## config.mk

```make
export PLATFORM = sky130hd
export DESIGN_NAME = dot_product_sequencer_flat
export DESIGN_NICKNAME = d
export VERILOG_FILES = /design/src/rtl/dotp_pkg.sv /design/src/rtl/dot_product_sequencer_if.sv /design/src/rtl/dotp_mac.sv /design/src/rtl/dot_product_sequencer.sv /design/src/flat_wrapper.sv
export SDC_FILE = /design/constraint.sdc
export NUM_CORES = 1
export LEC_CHECK = 0
export ABC_AREA = 1
export CORE_MARGIN = 3
export CORE_UTILIZATION = 42
export DETAILED_ROUTE_END_ITERATION = 7
export GPL_TIMING_DRIVEN = 0
export HOLD_SLACK_MARGIN = 0.05
export PLACE_DENSITY = 0.66
export RECOVER_POWER = 50
export SLEW_MARGIN = 20
export SYNTH_ARGS = -nofsm -noshare
export SYNTH_HDL_FRONTEND = slang
export SYNTH_SLANG_ARGS = --single-unit
```

## constraint.sdc

```tcl
create_clock -name clk -period 4.3 [get_ports clk]
set_input_delay 0.645 -clock clk [delete_from_list [all_inputs] [get_ports clk]]
set_output_delay 0.645 -clock clk [all_outputs]
set_load 0.005 [all_outputs]
```

## src/rtl/dotp_pkg.sv

```systemverilog
`default_nettype none
// ============================================================================
// Module      : dotp_pkg
// Description : Shared types and helpers for the dot-product sequencer:
//               FSM state encoding and accumulator width calculation.
// Revision    : 1.0 - initial release
// ============================================================================
package dotp_pkg;

  // Sequencer phases: load vectors, kick the wrapper, read back, present result
  typedef enum logic [1:0] {
    DOTP_LOAD = 2'd0,
    DOTP_KICK = 2'd1,
    DOTP_READ = 2'd2,
    DOTP_OUT  = 2'd3
  } dotp_state_t;

  // Accumulator width wide enough that summing VECTOR_WIDTH full products
  // can never overflow
  function automatic int dotp_acc_width(input int data_width, input int vector_width);
    return 2 * data_width + $clog2(vector_width);
  endfunction

endpackage
`default_nettype wire

```

## src/rtl/dot_product_sequencer_if.sv

```systemverilog
`default_nettype none
// ============================================================================
// Module      : dot_product_sequencer_if
// Description : Bundles the element stream, memory-wrapper bus and result
//               handshake of the dot-product sequencer. The slave modport is
//               the sequencer's view, master is the surrounding system's view.
// Revision    : 1.0 - initial release
// ============================================================================
interface dot_product_sequencer_if
  import dotp_pkg::*;
#(
  parameter int DATA_WIDTH   = 8,
  parameter int VECTOR_WIDTH = 4,
  parameter int ADDR_WIDTH   = 5
);
  localparam int ACC_WIDTH = dotp_acc_width(DATA_WIDTH, VECTOR_WIDTH);

  // element stream
  logic                  in_valid;
  logic                  in_ready;
  logic [DATA_WIDTH-1:0] in_a;
  logic [DATA_WIDTH-1:0] in_b;
  // memory wrapper write side
  logic                  mem_write_en;
  logic [ADDR_WIDTH-1:0] mem_write_addr;
  logic [DATA_WIDTH-1:0] mem_data_a;
  logic [DATA_WIDTH-1:0] mem_data_b;
  // memory wrapper read side
  logic                  mem_start_reading;
  logic                  mem_reading_done;
  logic                  mem_data_valid;
  logic [DATA_WIDTH-1:0] mem1_output;
  logic [DATA_WIDTH-1:0] mem2_output;
  // result handshake and status
  logic [ACC_WIDTH-1:0]  result;
  logic                  result_valid;
  logic                  result_ready;
  logic                  busy;
  logic                  err;

  modport slave (
    input  in_valid, in_a, in_b,
    input  mem_reading_done, mem_data_valid, mem1_output, mem2_output,
    input  result_ready,
    output in_ready,
    output mem_write_en, mem_write_addr, mem_data_a, mem_data_b,
    output mem_start_reading,
    output result, result_valid, busy, err
  );

  modport master (
    output in_valid, in_a, in_b,
    output mem_reading_done, mem_data_valid, mem1_output, mem2_output,
    output result_ready,
    input  in_ready,
    input  mem_write_en, mem_write_addr, mem_data_a, mem_data_b,
    input  mem_start_reading,
    input  result, result_valid, busy, err
  );

endinterface
`default_nettype wire

```

## src/rtl/dotp_mac.sv

```systemverilog
`default_nettype none
// ============================================================================
// Module      : dotp_mac
// Description : Unsigned multiply-accumulate. clear_i zeroes the accumulator,
//               en_i adds a_i*b_i. clear_i has priority over en_i.
// Revision    : 1.0 - initial release
// ============================================================================
module dotp_mac #(
  parameter int DATA_WIDTH = 8,
  parameter int ACC_WIDTH  = 18
) (
  input  logic                  clk,
  input  logic                  rst_n,
  input  logic                  clear_i,
  input  logic                  en_i,
  input  logic [DATA_WIDTH-1:0] a_i,
  input  logic [DATA_WIDTH-1:0] b_i,
  output logic [ACC_WIDTH-1:0]  acc_o
);

  logic [2*DATA_WIDTH-1:0] w_prod;
  logic [ACC_WIDTH-1:0]    acc_q;

  // operands zero-extended so the full double-width product is kept
  assign w_prod = {{DATA_WIDTH{1'b0}}, a_i} * {{DATA_WIDTH{1'b0}}, b_i};

  // accumulate one product per enabled cycle
  always_ff @(posedge clk or negedge rst_n) begin
    if (!rst_n) begin
      acc_q <= '0;
    end else if (clear_i) begin
      acc_q <= '0;
    end else if (en_i) begin
      acc_q <= acc_q + ACC_WIDTH'(w_prod);
    end
  end

  assign acc_o = acc_q;

endmodule
`default_nettype wire

```

## src/rtl/dot_product_sequencer.sv

```systemverilog
`default_nettype none
// ============================================================================
// Module      : dot_product_sequencer
// Description : Streams two vectors into a memory wrapper, kicks a read-back,
//               accumulates the element products and presents the dot
//               product on a valid/ready handshake.
//               Optional build macro DOTP_SEQ_TIMEOUT_EN adds a read-phase
//               watchdog of TIMEOUT_CYCLES cycles.
// Revision    : 1.0 - initial release
// ============================================================================
module dot_product_sequencer
  import dotp_pkg::*;
#(
  parameter int DATA_WIDTH     = 8,
  parameter int VECTOR_WIDTH   = 4,
  parameter int ADDR_WIDTH     = 5,
  parameter int TIMEOUT_CYCLES = 64
) (
  input  logic                   clk,
  input  logic                   rst_n,
  dot_product_sequencer_if.slave bus
);

  localparam int ACC_WIDTH = dotp_acc_width(DATA_WIDTH, VECTOR_WIDTH);
  localparam int CNT_WIDTH = $clog2(VECTOR_WIDTH + 1);
  localparam logic [CNT_WIDTH-1:0] C_LAST = CNT_WIDTH'(VECTOR_WIDTH - 1);
  localparam logic [CNT_WIDTH-1:0] C_FULL = CNT_WIDTH'(VECTOR_WIDTH);

  localparam logic [1:0] S_LOAD = DOTP_LOAD;
  localparam logic [1:0] S_KICK = DOTP_KICK;
  localparam logic [1:0] S_READ = DOTP_READ;
  localparam logic [1:0] S_OUT  = DOTP_OUT;

  logic [1:0]            state_q, state_d;
  logic [CNT_WIDTH-1:0]  beat_q, beat_d;
  logic [CNT_WIDTH-1:0]  rd_q, rd_d;
  logic                  err_q, err_d;
  logic                  in_ready_q;
  logic                  wr_en_q;
  logic [ADDR_WIDTH-1:0] wr_addr_q;
  logic [DATA_WIDTH-1:0] wr_a_q, wr_b_q;
  logic                  w_accept;
  logic                  w_take;
  logic [CNT_WIDTH-1:0]  w_rd_after;
  logic [ACC_WIDTH-1:0]  w_acc;

  assign w_accept   = (state_q == S_LOAD) && in_ready_q && bus.in_valid;
  // a read beat counts only in READ and only until the vector is complete
  assign w_take     = (state_q == S_READ) && bus.mem_data_valid && (rd_q < C_FULL);
  assign w_rd_after = rd_q + CNT_WIDTH'(w_take);

`ifdef DOTP_SEQ_TIMEOUT_EN
  localparam int WD_WIDTH = $clog2(TIMEOUT_CYCLES + 1);
  localparam logic [WD_WIDTH-1:0] C_WD_LAST = WD_WIDTH'(TIMEOUT_CYCLES - 1);
  logic [WD_WIDTH-1:0] wd_q, wd_d;

  // watchdog counts READ cycles and is zero whenever READ is left
  always_comb begin
    wd_d = '0;
    if (state_q == S_READ) wd_d = wd_q + 1'b1;
  end

  // watchdog register
  always_ff @(posedge clk or negedge rst_n) begin
    if (!rst_n) wd_q <= '0;
    else        wd_q <= wd_d;
  end
`else
  logic w_unused_timeout;
  assign w_unused_timeout = (TIMEOUT_CYCLES != 0);
`endif

  // next-state, counter and error logic
  always_comb begin
    state_d = state_q;
    beat_d  = beat_q;
    rd_d    = rd_q;
    err_d   = err_q;
    case (state_q)
      S_LOAD: begin
        if (w_accept) begin
          beat_d = beat_q + 1'b1;
          if (beat_q == C_LAST) begin
            beat_d  = '0;
            state_d = S_KICK;
          end
        end
      end
      S_KICK: begin
        beat_d  = '0;
        rd_d    = '0;
        err_d   = 1'b0;
        state_d = S_READ;
      end
      S_READ: begin
        if (bus.mem_data_valid && !w_take) err_d = 1'b1;
        rd_d = w_rd_after;
        // a beat arriving together with done is counted before the check
        if (bus.mem_reading_done) begin
          state_d = S_OUT;
          if (w_rd_after != C_FULL) err_d = 1'b1;
        end
`ifdef DOTP_SEQ_TIMEOUT_EN
        else if (wd_q == C_WD_LAST) begin
          err_d   = 1'b1;
          state_d = S_OUT;
        end
`endif
      end
      S_OUT: begin
        if (bus.result_ready) state_d = S_LOAD;
      end
      default: state_d = S_LOAD;
    endcase
  end

  // state, counters, error flag and ready
  always_ff @(posedge clk or negedge rst_n) begin
    if (!rst_n) begin
      state_q    <= S_LOAD;
      beat_q     <= '0;
      rd_q       <= '0;
      err_q      <= 1'b0;
      in_ready_q <= 1'b0;
    end else begin
      state_q    <= state_d;
      beat_q     <= beat_d;
      rd_q       <= rd_d;
      err_q      <= err_d;
      in_ready_q <= (state_d == S_LOAD);
    end
  end

  // registered write port toward the memory wrapper
  always_ff @(posedge clk or negedge rst_n) begin
    if (!rst_n) begin
      wr_en_q   <= 1'b0;
      wr_addr_q <= '0;
      wr_a_q    <= '0;
      wr_b_q    <= '0;
    end else begin
      wr_en_q <= w_accept;
      if (w_accept) begin
        wr_addr_q <= ADDR_WIDTH'(beat_q);
        wr_a_q    <= bus.in_a;
        wr_b_q    <= bus.in_b;
      end
    end
  end

  dotp_mac #(
    .DATA_WIDTH (DATA_WIDTH),
    .ACC_WIDTH  (ACC_WIDTH)
  ) u_mac (
    .clk     (clk),
    .rst_n   (rst_n),
    .clear_i (state_q == S_KICK),
    .en_i    (w_take),
    .a_i     (bus.mem1_output),
    .b_i     (bus.mem2_output),
    .acc_o   (w_acc)
  );

  assign bus.in_ready          = in_ready_q;
  assign bus.mem_write_en      = wr_en_q;
  assign bus.mem_write_addr    = wr_addr_q;
  assign bus.mem_data_a        = wr_a_q;
  assign bus.mem_data_b        = wr_b_q;
  assign bus.mem_start_reading = (state_q == S_KICK);
  assign bus.result            = w_acc;
  assign bus.result_valid      = (state_q == S_OUT);
  assign bus.busy              = (state_q != S_LOAD);
  assign bus.err               = err_q;

endmodule
`default_nettype wire
```

## src/flat_wrapper.sv

```systemverilog
// flat-port wrapper written by rule: the top's interface ports become plain ports
module dot_product_sequencer_flat import dotp_pkg::*;
#(
  parameter int DATA_WIDTH     = 8,
  parameter int VECTOR_WIDTH   = 4,
  parameter int ADDR_WIDTH     = 5,
  parameter int TIMEOUT_CYCLES = 64
)
  (clk, rst_n, bus_in_valid, bus_in_a, bus_in_b, bus_mem_reading_done, bus_mem_data_valid, bus_mem1_output, bus_mem2_output, bus_result_ready, bus_in_ready, bus_mem_write_en, bus_mem_write_addr, bus_mem_data_a, bus_mem_data_b, bus_mem_start_reading, bus_result, bus_result_valid, bus_busy, bus_err);
  dot_product_sequencer_if #(.DATA_WIDTH(DATA_WIDTH), .VECTOR_WIDTH(VECTOR_WIDTH), .ADDR_WIDTH(ADDR_WIDTH)) bus_i ();
  input  logic clk;
  input  logic rst_n;
  input wire logic [$bits(bus_i.in_valid)-1:0] bus_in_valid;
  input wire logic [$bits(bus_i.in_a)-1:0] bus_in_a;
  input wire logic [$bits(bus_i.in_b)-1:0] bus_in_b;
  input wire logic [$bits(bus_i.mem_reading_done)-1:0] bus_mem_reading_done;
  input wire logic [$bits(bus_i.mem_data_valid)-1:0] bus_mem_data_valid;
  input wire logic [$bits(bus_i.mem1_output)-1:0] bus_mem1_output;
  input wire logic [$bits(bus_i.mem2_output)-1:0] bus_mem2_output;
  input wire logic [$bits(bus_i.result_ready)-1:0] bus_result_ready;
  output wire logic [$bits(bus_i.in_ready)-1:0] bus_in_ready;
  output wire logic [$bits(bus_i.mem_write_en)-1:0] bus_mem_write_en;
  output wire logic [$bits(bus_i.mem_write_addr)-1:0] bus_mem_write_addr;
  output wire logic [$bits(bus_i.mem_data_a)-1:0] bus_mem_data_a;
  output wire logic [$bits(bus_i.mem_data_b)-1:0] bus_mem_data_b;
  output wire logic [$bits(bus_i.mem_start_reading)-1:0] bus_mem_start_reading;
  output wire logic [$bits(bus_i.result)-1:0] bus_result;
  output wire logic [$bits(bus_i.result_valid)-1:0] bus_result_valid;
  output wire logic [$bits(bus_i.busy)-1:0] bus_busy;
  output wire logic [$bits(bus_i.err)-1:0] bus_err;
  assign bus_i.in_valid = bus_in_valid;
  assign bus_i.in_a = bus_in_a;
  assign bus_i.in_b = bus_in_b;
  assign bus_i.mem_reading_done = bus_mem_reading_done;
  assign bus_i.mem_data_valid = bus_mem_data_valid;
  assign bus_i.mem1_output = bus_mem1_output;
  assign bus_i.mem2_output = bus_mem2_output;
  assign bus_i.result_ready = bus_result_ready;
  assign bus_in_ready = bus_i.in_ready;
  assign bus_mem_write_en = bus_i.mem_write_en;
  assign bus_mem_write_addr = bus_i.mem_write_addr;
  assign bus_mem_data_a = bus_i.mem_data_a;
  assign bus_mem_data_b = bus_i.mem_data_b;
  assign bus_mem_start_reading = bus_i.mem_start_reading;
  assign bus_result = bus_i.result;
  assign bus_result_valid = bus_i.result_valid;
  assign bus_busy = bus_i.busy;
  assign bus_err = bus_i.err;
  dot_product_sequencer #(.DATA_WIDTH(DATA_WIDTH), .VECTOR_WIDTH(VECTOR_WIDTH), .ADDR_WIDTH(ADDR_WIDTH), .TIMEOUT_CYCLES(TIMEOUT_CYCLES)) u_core (.clk(clk), .rst_n(rst_n), .bus(bus_i));
endmodule
```

==> reports/qor.json <==
{
  "synth": {
    "synth.top_cells.by_area": "sky130_fd_sc_hd__dfrtp_1, sky130_fd_sc_hd__fa_1, sky130_fd_sc_hd__nand2_1, sky130_fd_sc_hd__inv_1, sky130_fd_sc_hd__ha_1",
    "gate_count_post_synth": 666,
    "post_synth_mux_area_share": 0,
    "synth_largest_type_area_fraction": 0.243,
    "synth_most_common_cell": "sky130_fd_sc_hd__nand2_1",
    "synth_cell_types": 32,
    "synth_enable_flop_cells": 0,
    "parity_gate_share_of_the_synthesized_area_counting_xor_and_xnor_cells": 0.00532,
    "synthAdderAreaFrac": 0.322,
    "synth_commonest_cells": "sky130_fd_sc_hd__nand2_1, sky130_fd_sc_hd__inv_1, sky130_fd_sc_hd__fa_1, sky130_fd_sc_hd__dfrtp_1, sky130_fd_sc_hd__ha_1",
    "ys_seq_elements": 48,
    "yosysWarnings": 0,
    "post_synthesis_compound_gate_area_fraction": 0.0428,
    "synth.cell_area_um2": 4940,
    "synth.avg_cell_area_um2": 7.42,
    "combinational_family_with_the_most_area_after_synthesis": "adder cells",
    "ys_seq_area_frac": 0.243,
    "synth_async_sr_flop_share": 1.00,
    "synth_top_flop_cell": "sky130_fd_sc_hd__dfrtp_1",
    "synth_largest_area_cell": "sky130_fd_sc_hd__dfrtp_1",
    "yosys.area_share.simple": 0.224
  },
  "routing": {
    "wirelength_mm": 10.9,
    "drc_viols": 0,
    "route.vias.total": 4175,
    "viasPerCell": 4.75,
    "drt-wirelength-per-cell_um": 12.4,
    "detail_route.iter0.violations": 190,
    "first_pass_iters": 4,
    "route.antenna.remaining_nets": 0
  },
  "setup_path": {
    "criticalPathCategory": "input port to flip-flop",
    "critical_path.max_fanout": 8,
    "rr_worst_depth": 18,
    "critical_path_source_type": "input port",
    "required_ns": 4.48,
    "ff2ff_setup_slack_ns": 0.44,
    "worst_ep_arrival_time_ns": 4.24,
    "worst_r2r_startpoint": "u_core.u_mac.acc_o[6]",
    "timing.critical_path.to_type": "flip-flop",
    "reg2reg_to": "u_core.u_mac.acc_o[16]"
  },
  "power_and_ir_drop": {
    "relative_contribution_of_the_clock_network_to_total_power": 0.112,
    "switching_share": 0.473,
    "p_comb_frac": 0.703,
    "pwr_dens_nw_per_um2": 660,
    "cellInternalPower_uw": 2080,
    "p_total_uw": 3940,
    "switching_pwr_uw": 1870,
    "max-vdd-ir-drop_uv": 340,
    "power_frac_seq": 0.185,
    "reported_leakage_power_uw": 0.00351
  },
  "sta": {
    "max_clock_freq_mhz": 246,
    "finalHoldViolations": 0,
    "setup-violations-final": 0,
    "period_needed_ns": 4.06,
    "report.final.slew_viol_count": 49,
    "slew-limit-headroom": -0.769,
    "layout_worst_path_cycle_share": 0.944,
    "timing.final.ws_setup_ns": 0.242,
    "worst_pin_slew_ns": 2.65,
    "skew_ns": 0.00509,
    "unrepaired_setup_endpoints_after_global_routing": "true"
  },
  "layout": {
    "areaGrowthSynthToFinish_pct": 21.0,
    "layout-drive-gt1-share": 0.0541,
    "antenna_cells_inserted": 0,
    "instances_no_fill": 879,
    "final_nets": 873
  },
  "placement": {
    "final_estimated_routing_congestion_in_global_placement": 0.877,
    "placed_cells_incl_taps": 871,
    "dp_worst_setup_slack_ns": -0.334,
    "dp_hpwl_mm": 9.02,
    "placement.io_buffers": 64
  },
  "global_routing": {
    "grt_first_pass_wirelength_mm": 19.4,
    "antenna_found_initial": 0,
    "gr-total-overflow": 0,
    "grt_pass1_vias": 4288,
    "grt_start_max_net_pins": 49,
    "grt_util_all_layers": 0.181
  },
  "floorplan": {
    "placementRows": 38,
    "die_w_um": 114,
    "die-area_um2": 13100,
    "initial_utilization": 0.442,
    "fp.dieH_um": 114,
    "ios": 83,
    "core_box_area_um2": 11200
  },
  "job": {
    "max_cap_violations": 1
  },
  "clock_tree": {
    "cts_tree": "yes",
    "number_of_cts_inserted_buffers": 5,
    "clock_latency_ns": 0.29,
    "clock_path_buffers": 2,
    "cts.sink_count": 48,
    "root_buffer": "sky130_fd_sc_hd__clkbuf_16",
    "htree_levels": 2,
    "clock_input_transition_at_the_sequential_cells_of_the_worst_setup_and_hold_paths_ns": 0.07,
    "cts_hold_buffers": 0
  },
  "min_path": {
    "min-delay-path-class": "flip-flop to flip-flop",
    "min_delay_worst_endpoint": "u_core.bus.mem_data_b[1]",
    "hold-path-cell-count": 2,
    "min-delay-start": "u_core.bus.mem_data_b[1]"
  },
  "status": {
    "failed_checks": "max-capacitance violations, max-slew violations",
    "outcome": "complete, but fails checks"
  }
}
-- final cells by class --
class,instances,area [µm²]
buffer,23,144
clock buffer,6,129
clock inverter,2,35.0
fill,1085,5200
inverter,184,691
multi-input combinational,412,2970
sequential,48,1200
tap,140,175
timing repair buffer,64,634
-- metal layers --
layer,GRT usage,vias to the layer above,part of all wire
met4,0.0602,0,0.015
met5,0,-,0
met2,0.288,114,0.46
met3,0.0418,17,0.063
li1,-,2063,-
met1,0.243,1981,0.46
-- power groups by stage --
stage | Combinational (µW) | Sequential [µW] | Clock [µW]
global placement | 2590 | 728 | 0
CTS | 2660 | 732 | 461
floorplan | 1810 | 731 | 0
finish | 2770 | 731 | 441
detailed placement | 2640 | 734 | 0
global route | 3200 | 753 | 477
-- through the flow --
step                      setup TNS (ns)  hold WS [ns]   util  instance area, µm²
after floorplan                        0         0.349      -                4940
after CTS                              0         0.397  0.530                5930
after global routing            -0.00156         0.509  0.535                5980
after detailed placement           -2.45         0.467  0.515                5760
final                                  0         0.484  0.535                5980
after global placement             -2.21         0.461  0.515                5760
-- worst max-delay path, stage by stage --
cell,delay (ns)
sky130_fd_sc_hd__clkbuf_4,0.16
sky130_fd_sc_hd__nand2_1,0.09
sky130_fd_sc_hd__fa_1,0.51
sky130_fd_sc_hd__fa_1,0.56
sky130_fd_sc_hd__inv_1,0.06
sky130_fd_sc_hd__fa_1,0.54
sky130_fd_sc_hd__inv_1,0.06
sky130_fd_sc_hd__fa_1,0.55
sky130_fd_sc_hd__inv_1,0.07
sky130_fd_sc_hd__ha_4,0.29
sky130_fd_sc_hd__nand2_1,0.07
sky130_fd_sc_hd__inv_1,0.06
sky130_fd_sc_hd__nand3_1,0.07
sky130_fd_sc_hd__nand2_1,0.15
sky130_fd_sc_hd__nand2_1,0.11
sky130_fd_sc_hd__nand2_1,0.09
sky130_fd_sc_hd__nand2_1,0.05
sky130_fd_sc_hd__nand3_1,0.06
sky130_fd_sc_hd__nand2_1,0.05
-- what timing repair did --
item,in CTS,in global routing
endpoints found under the setup margin,1,10
pin swaps,0,4
gates cloned,0,0
setup buffers,0,0
resized for setup,4,43
-- cell usage in the layout, fill, tap and decap left out, types with 2 or more instances in the layout --
cell / instances
sky130_fd_sc_hd__nand2_1: 217
sky130_fd_sc_hd__inv_1: 182
sky130_fd_sc_hd__clkdlybuf4s50_1: 62
sky130_fd_sc_hd__fa_1: 50
sky130_fd_sc_hd__dfrtp_1: 48
sky130_fd_sc_hd__ha_1: 43
sky130_fd_sc_hd__nand3_1: 24
sky130_fd_sc_hd__nor2_1: 23
sky130_fd_sc_hd__o21ai_0: 15
sky130_fd_sc_hd__a21oi_1: 8
sky130_fd_sc_hd__clkbuf_2: 7
sky130_fd_sc_hd__clkbuf_4: 6
sky130_fd_sc_hd__clkbuf_1: 5
sky130_fd_sc_hd__clkbuf_16: 5
sky130_fd_sc_hd__a21oi_2: 4
sky130_fd_sc_hd__xor2_1: 3
sky130_fd_sc_hd__o21ai_1: 3
sky130_fd_sc_hd__o22ai_1: 3
sky130_fd_sc_hd__buf_2: 3
sky130_fd_sc_hd__ha_4: 3
sky130_fd_sc_hd__buf_6: 2
sky130_fd_sc_hd__nand4_1: 2
sky130_fd_sc_hd__nand3b_1: 2
sky130_fd_sc_hd__nor3_1: 2
sky130_fd_sc_hd__buf_4: 2
sky130_fd_sc_hd__conb_1: 2
-- state kept, by name (all words and copies together) (netlist names) --
signal / cells
u_core.bus.mem_write_addr: 3
u_core.bus.mem_data_b: 8
u_core.u_mac.acc_o: 18
u_core.bus.mem_data_a: 8
u_core.bus.in_ready: 1
u_core.bus.err: 1
u_core.rd_q: 3
u_core.bus.mem_write_en: 1
u_core.beat_q: 3
u_core.state_q: 2
-- kinds of logic (layout without fill, tap and decap cells) --
family                     Yosys count  after routing
AOI/OAI and AO/OA                   37             37
xor gates and xnor gates             3              3
adders and majority gates           97             97
buffers and inverters              207            279
DFF                                 48             48
other                                1              2
and+or+nand+nor                    273            273
-- worst max path at each step --
stage	from	end	depth (start not counted)
CTS	bus_mem2_output[6]	u_core.u_mac.acc_o[16]	19
detailed placement	bus_mem2_output[4]	u_core.u_mac.acc_o[16]	18
floorplan	bus_mem1_output[0]	u_core.u_mac.acc_o[17]	19
global route	bus_mem2_output[7]	u_core.u_mac.acc_o[17]	19
global placement	bus_mem1_output[0]	u_core.u_mac.acc_o[16]	19
finish	bus_mem1_output[0]	u_core.u_mac.acc_o[16]	19
No activity file was read; power rests on OpenSTA's default activity.
